==> src/rtl/scan_cfg_loader_if.sv <==
// Byte stream into the loader and readback byte stream out of it.
interface scan_cfg_loader_if;
  logic [7:0] in_data;
  logic       in_valid;
  logic       in_ready;
  logic [7:0] rd_data;
  logic       rd_valid;

  modport master (
    output in_data, in_valid,
    input  in_ready, rd_data, rd_valid
  );

  modport slave (
    input  in_data, in_valid,
    output in_ready, rd_data, rd_valid
  );
endinterface

==> src/rtl/scan_cfg_loader.sv <==
// Serialises configuration bytes into the fabric scan chain, captures the
// returning chain bits as readback bytes and commits with latch/ff gate pulses.
module scan_cfg_loader #(
  parameter int unsigned CHAIN_LEN = 256,
  parameter int unsigned CNT_W     = 12
) (
  input  logic               clk,
  input  logic               rst,
  input  logic               start,
  input  logic               abort,
  input  logic               load_ff,
  input  logic               scan_ret,
  scan_cfg_loader_if.slave   bus,
  output logic               se,
  output logic               sc,
  output logic               l_gate,
  output logic               ff_gate,
  output logic               busy,
  output logic               done
);

  localparam logic [2:0] IDLE   = 3'd0;
  localparam logic [2:0] SHIFT  = 3'd1;
  localparam logic [2:0] LATCH  = 3'd2;
  localparam logic [2:0] FFGATE = 3'd3;
  localparam logic [2:0] DONE   = 3'd4;

  localparam logic [CNT_W-1:0] LAST_BIT = CNT_W'(CHAIN_LEN - 1);

  logic [2:0]       state, state_n;
  logic [CNT_W-1:0] bit_cnt, bit_cnt_n;
  logic [7:0]       shbuf, shbuf_n;
  logic [3:0]       fill, fill_n;
  logic             ff_flag, ff_flag_n;
  logic [7:0]       rb, rb_n;
  logic [3:0]       rb_cnt, rb_cnt_n;
  logic [7:0]       rd_data_n;
  logic             rd_valid_n;
  logic             se_n, sc_n;

  logic             shift_c;
  logic             last_c;
  logic             accept_c;
  logic [7:0]       rb_shift_c;
  logic [3:0]       rb_cnt_inc_c;

  // A bit is shifted whenever the buffer holds one; the final chain bit ends the shift phase.
  assign shift_c      = (state == SHIFT) && (fill != 4'd0);
  assign last_c       = shift_c && (bit_cnt == LAST_BIT);
  assign rb_shift_c   = {scan_ret, rb[7:1]};
  assign rb_cnt_inc_c = rb_cnt + 4'd1;

  // Refill when the buffer empties this cycle; never take a byte on the final chain bit.
  assign bus.in_ready = (state == SHIFT) && !last_c &&
                        ((fill == 4'd0) || ((fill == 4'd1) && shift_c));
  assign accept_c     = bus.in_ready && bus.in_valid;

  // Next-state, datapath and readback assembly.
  always_comb begin
    state_n    = state;
    bit_cnt_n  = bit_cnt;
    shbuf_n    = shbuf;
    fill_n     = fill;
    ff_flag_n  = ff_flag;
    rb_n       = rb;
    rb_cnt_n   = rb_cnt;
    rd_data_n  = bus.rd_data;
    rd_valid_n = 1'b0;

    case (state)
      IDLE: begin
        if (start && !abort) begin
          state_n   = SHIFT;
          bit_cnt_n = '0;
          fill_n    = 4'd0;
          rb_n      = 8'd0;
          rb_cnt_n  = 4'd0;
          ff_flag_n = load_ff;
        end
      end
      SHIFT: begin
        if (shift_c) begin
          shbuf_n   = shbuf >> 1;
          fill_n    = fill - 4'd1;
          bit_cnt_n = bit_cnt + CNT_W'(1);
          rb_n      = rb_shift_c;
          rb_cnt_n  = rb_cnt_inc_c;
          // Full byte, or the right-justified remainder at the chain end.
          if ((rb_cnt_inc_c == 4'd8) || last_c) begin
            rd_valid_n = 1'b1;
            rd_data_n  = rb_shift_c >> (4'd8 - rb_cnt_inc_c);
            rb_cnt_n   = 4'd0;
          end
        end
        if (accept_c) begin
          shbuf_n = bus.in_data;
          fill_n  = 4'd8;
        end
        if (last_c) begin
          state_n = LATCH;
          fill_n  = 4'd0;
        end
      end
      LATCH:   state_n = ff_flag ? FFGATE : DONE;
      FFGATE:  state_n = DONE;
      DONE:    state_n = IDLE;
      default: state_n = IDLE;
    endcase

    if (abort && (state != IDLE)) begin
      state_n    = IDLE;
      fill_n     = 4'd0;
      rb_cnt_n   = 4'd0;
      rd_valid_n = 1'b0;
    end

    se_n = (state_n == SHIFT) && (fill_n != 4'd0);
    sc_n = se_n && shbuf_n[0];
  end

  // State, datapath and registered fabric-facing outputs.
  always_ff @(posedge clk or posedge rst) begin
    if (rst) begin
      state        <= IDLE;
      bit_cnt      <= '0;
      shbuf        <= 8'd0;
      fill         <= 4'd0;
      ff_flag      <= 1'b0;
      rb           <= 8'd0;
      rb_cnt       <= 4'd0;
      bus.rd_data  <= 8'd0;
      bus.rd_valid <= 1'b0;
      se           <= 1'b0;
      sc           <= 1'b0;
      l_gate       <= 1'b0;
      ff_gate      <= 1'b0;
      busy         <= 1'b0;
      done         <= 1'b0;
    end else begin
      state        <= state_n;
      bit_cnt      <= bit_cnt_n;
      shbuf        <= shbuf_n;
      fill         <= fill_n;
      ff_flag      <= ff_flag_n;
      rb           <= rb_n;
      rb_cnt       <= rb_cnt_n;
      bus.rd_data  <= rd_data_n;
      bus.rd_valid <= rd_valid_n;
      se           <= se_n;
      sc           <= sc_n;
      l_gate       <= (state_n == LATCH);
      ff_gate      <= (state_n == FFGATE);
      busy         <= (state_n != IDLE);
      done         <= (state_n == DONE);
    end
  end

endmodule

==> src/flat_wrapper.sv <==
// flat-port wrapper written by rule: the top's interface ports become plain ports
module scan_cfg_loader_flat 
#(
  parameter int unsigned CHAIN_LEN = 256,
  parameter int unsigned CNT_W     = 12
)
  (clk, rst, start, abort, load_ff, scan_ret, se, sc, l_gate, ff_gate, busy, done, bus_in_data, bus_in_valid, bus_in_ready, bus_rd_data, bus_rd_valid);
  scan_cfg_loader_if bus_i ();
  input  logic clk;
  input  logic rst;
  input  logic start;
  input  logic abort;
  input  logic load_ff;
  input  logic scan_ret;
  output logic se;
  output logic sc;
  output logic l_gate;
  output logic ff_gate;
  output logic busy;
  output logic done;
  input wire logic [$bits(bus_i.in_data)-1:0] bus_in_data;
  input wire logic [$bits(bus_i.in_valid)-1:0] bus_in_valid;
  output wire logic [$bits(bus_i.in_ready)-1:0] bus_in_ready;
  output wire logic [$bits(bus_i.rd_data)-1:0] bus_rd_data;
  output wire logic [$bits(bus_i.rd_valid)-1:0] bus_rd_valid;
  assign bus_i.in_data = bus_in_data;
  assign bus_i.in_valid = bus_in_valid;
  assign bus_in_ready = bus_i.in_ready;
  assign bus_rd_data = bus_i.rd_data;
  assign bus_rd_valid = bus_i.rd_valid;
  scan_cfg_loader #(.CHAIN_LEN(CHAIN_LEN), .CNT_W(CNT_W)) u_core (.clk(clk), .rst(rst), .start(start), .abort(abort), .load_ff(load_ff), .scan_ret(scan_ret), .bus(bus_i), .se(se), .sc(sc), .l_gate(l_gate), .ff_gate(ff_gate), .busy(busy), .done(done));
endmodule
==> config.mk <==
export PLATFORM = sky130hd
export DESIGN_NAME = scan_cfg_loader_flat
export DESIGN_NICKNAME = d
export VERILOG_FILES = /design/src/rtl/scan_cfg_loader_if.sv /design/src/rtl/scan_cfg_loader.sv /design/src/flat_wrapper.sv
export SDC_FILE = /design/constraint.sdc
export NUM_CORES = 1
export LEC_CHECK = 0
export CAP_MARGIN = 5
export CORE_ASPECT_RATIO = 1.2
export CORE_MARGIN = 5
export CORE_UTILIZATION = 30
export DETAILED_ROUTE_END_ITERATION = 8
export SLEW_MARGIN = 20
export SYNTH_ARGS = -nofsm -noshare
export SYNTH_HDL_FRONTEND = slang
export SYNTH_SLANG_ARGS = --single-unit
export TNS_END_PERCENT = 50
==> constraint.sdc <==
create_clock -name clk -period 4.9 [get_ports clk]
set_clock_uncertainty 0.2 [all_clocks]
set_input_delay 0.98 -clock clk [delete_from_list [all_inputs] [get_ports clk]]
set_output_delay 0.98 -clock clk [all_outputs]
set_load 0.005 [all_outputs]
==> flow_summary.yaml <==
layout:
  drive_gt1_frac: 0.0987
  fin_nets: 322
  stdcell_count: 424
  fill_cells: 920
  area_growth_pct: 17.9
  n_antenna_cell: 0
  postLayoutCellArea_sq_mm: 0.00334
yosys:
  syn-num-nets: 296
  synthFlopType: "dfrtp_1"
  ys_types: 57
  syn_avg_cell_area_sq_um: 10.2
  synth_edf_count: 0
  seq_area_frac_synth: 0.477
  synth_warnings: 0
  synth_area_sq_mm: 0.00284
  postSynthCellCount: 277
  async_flop_share: 1.00
  ys_ff_latch: 54
clock_tree:
  cts-buffers-inserted: 5
  cts_setup_buffers: 0
  postCtsHoldBufs: 0
  cts_resized: 0
  cts_root_buf: "clkbuf_8"
  cts.reportedPaths.clkPinSlew_ns: 0.10
  cts_buffer_depth: 2
  cts_sinks: 54
  cts_tree: "built"
  insertion_delay_ns: 0.31
  cts-htree-levels: 2
detailed_routing:
  wl_per_cell_um: 13.8
  postRouteAntennaNets: 0
  post-route-drc-count: 0
  wirelength_mm: 5.85
  via_count: 2137
  first_pass_iters: 4
  first_iter_violations: 101
  via_per_inst: 5.04
run:
  max_cap_viol_count: 0
place:
  port_buffers: 30
  dp.cells: 416
  placed_area_sq_mm: 0.00323
  dp_hpwl_mm: 4.23
  place_congestion: 0.867
critical_path:
  ff2ff_setup_slack_ns: 1.86
  cp-startpoint: "u_core.state[1]"
  crit_slowest_cell: "or3b_1"
  start_kind: "register"
  slowest_delay_ns: 0.56
  critPathArrivalTime_ns: 3.00
  path_class: "register to output port"
  timing.rr.end: "u_core.bus.rd_data[0]"
  path_cells: "or3b_1, a21oi_4, and2_1, nand2b_4, nor2_1, clkdlybuf4s50_1"
  critPathRequiredTime_ns: 3.72
  timing.rr.start: "u_core.state[1]"
  end_kind: "output port"
  endpoint: "bus_in_ready"
  worstRegToRegCells: 5
  cp_max_fo: 18
timing:
  post-route-period-util: 0.853
  worst_pin_slew_ns: 0.645
  min_period_ns: 4.18
  finalMaxSlewViolations: 0
  setup_violations: 0
  tns_ns: 0
  slew_headroom: 0.570
  rsz0062_at_grt: "false"
  max_freq_ghz: 0.239
  finalHoldViolCount: 0
global_route:
  grt_usage: 0.108
  antenna_found_initial: 0
  grt_start_max_net_pins: 31
  grt_remaining_overflow: 0
  first_global_vias: 2113
  grt_pass1_wl_mm: 10.2
floorplan:
  dieHeight_um: 116
  core_sq_mm: 0.00913
  dieArea_sq_mm: 0.0115
  io_pins: 31
  start_util: 0.311
  num_rows: 38
  dieWidth_um: 98.7
power:
  p_leak_nw: 1.39
  power_density_mw_per_mm2: 376
  peakVddDrop_v: 0.000150
min_path:
  hp-class: "register to register"
status:
  status: "complete, no violations"
[routing by layer]
layer	GRT usage	up-vias	wire [um]
met1	0.143	1018	2770
met2	0.173	53	2690
li1	-	1057	-
met4	0.0346	0	92
met3	0.0269	9	293
met5	0	-	0
[synthesized netlist by cell type, types with 3 or more instances]
cell type | instances | share of area
dfrtp_1 | 54 | 0.48
nand2_1 | 36 | 0.048
nor2_1 | 27 | 0.036
o21ai_0 | 21 | 0.037
a21oi_1 | 9 | 0.016
xor2_1 | 8 | 0.025
a22o_1 | 7 | 0.022
inv_1 | 7 | 0.0093
mux2i_1 | 7 | 0.025
clkbuf_1 | 6 | 0.0079
nand3_1 | 6 | 0.011
mux4_2 | 5 | 0.040
nor2b_1 | 5 | 0.011
o31ai_1 | 5 | 0.013
and3_1 | 4 | 0.0088
ha_1 | 4 | 0.018
xnor2_1 | 4 | 0.012
buf_2 | 3 | 0.0053
nor3_1 | 3 | 0.0053
or4_1 | 3 | 0.0079
[area by class of cell]
type / count / area (sq um) / area share
Tap cell: 120 / 150 / 0.0449
Clock buffer: 5 / 68.8 / 0.0206
Timing Repair Buffer: 33 / 323 / 0.0966
Inverter: 7 / 26.3 / 0.00786
Multi-Input combinational cell: 202 / 1380 / 0.413
Sequential cell: 54 / 1350 / 0.404
Clock inverter: 3 / 43.8 / 0.0131
[registers in the layout, indices dropped and copies added, names as in the netlist]
name	cells
u_core.bus.rd_data	8
u_core.ff_flag	1
u_core.state	3
u_core.rb_cnt	4
u_core.sc	1
u_core.ff_gate	1
u_core.busy	1
u_core.fill	4
u_core.bus.rd_valid	1
u_core.rb	7
u_core.shbuf	8
u_core.done	1
u_core.se	1
u_core.bit_cnt	12
u_core.l_gate	1
[how the worst min path moves through the flow]
stage,start,endpoint,cells past startpoint
4_1_cts,u_core.bus.rd_data[7],u_core.bus.rd_data[7],2
2_1_floorplan,u_core.rb[1],u_core.rb[1],1
5_1_grt,u_core.bus.rd_data[6],u_core.bus.rd_data[6],2
3_3_place_gp,u_core.bus.rd_data[7],u_core.bus.rd_data[7],2
3_5_place_dp,u_core.bus.rd_data[7],u_core.bus.rd_data[7],2
6_report,u_core.bus.rd_data[7],u_core.bus.rd_data[7],2
[through the flow]
step	setup WS (ns)	utilization	hold slack [ns]	power (mW)
after floorplan	2.06	-	0.261	0.844
after global routing	0.539	0.366	0.316	1.34
final	0.718	0.366	0.283	1.26
after detailed placement	1.07	0.354	0.267	0.954
after CTS	0.710	0.366	0.292	1.27
after global placement	1.13	0.354	0.266	0.946
[logic make-up (layout without fill, tap and decap cells)]
kind of cell | count (synthesis) | in the layout | share of synthesized area
compound gates | 65 | 65 | 0.162
xor+xnor | 12 | 12 | 0.0371
fa+ha+maj | 4 | 4 | 0.0177
buf+inv | 21 | 48 | 0.0371
flops | 54 | 54 | 0.477
mux | 14 | 14 | 0.0724
simple gates | 107 | 107 | 0.197
[power breakdown]
| group | internal (mW) | leakage [nW] | switching [mW] |
|---|---|---|---|
| logic | 0.168 | 0.639 | 0.211 |
| clock network | 0.153 | 0.0585 | 0.154 |
| registers | 0.510 | 0.692 | 0.0589 |
| total | 0.832 | 1.39 | 0.423 |
[cells in the final DEF (no fill, tap or decap), drive strengths merged, types with 6 or more instances in the layout]
master / count
dfrtp: 54
nand2: 37
clkdlybuf4s50: 30
nor2: 27
o21ai: 23
a21oi: 10
xor2: 8
inv: 8
a22o: 7
mux2i: 7
o31ai: 7
nand3: 6
[critical path, delay by kind of cell (launching register included)]
family                 cells  cell delay [ns]
AOI/OAI and AO/OA          1             0.51
buffers and inverters      1             0.43
DFF                        1             0.51
and+or+nand+nor            4             1.24
No activity file was read; power rests on OpenSTA's default activity.
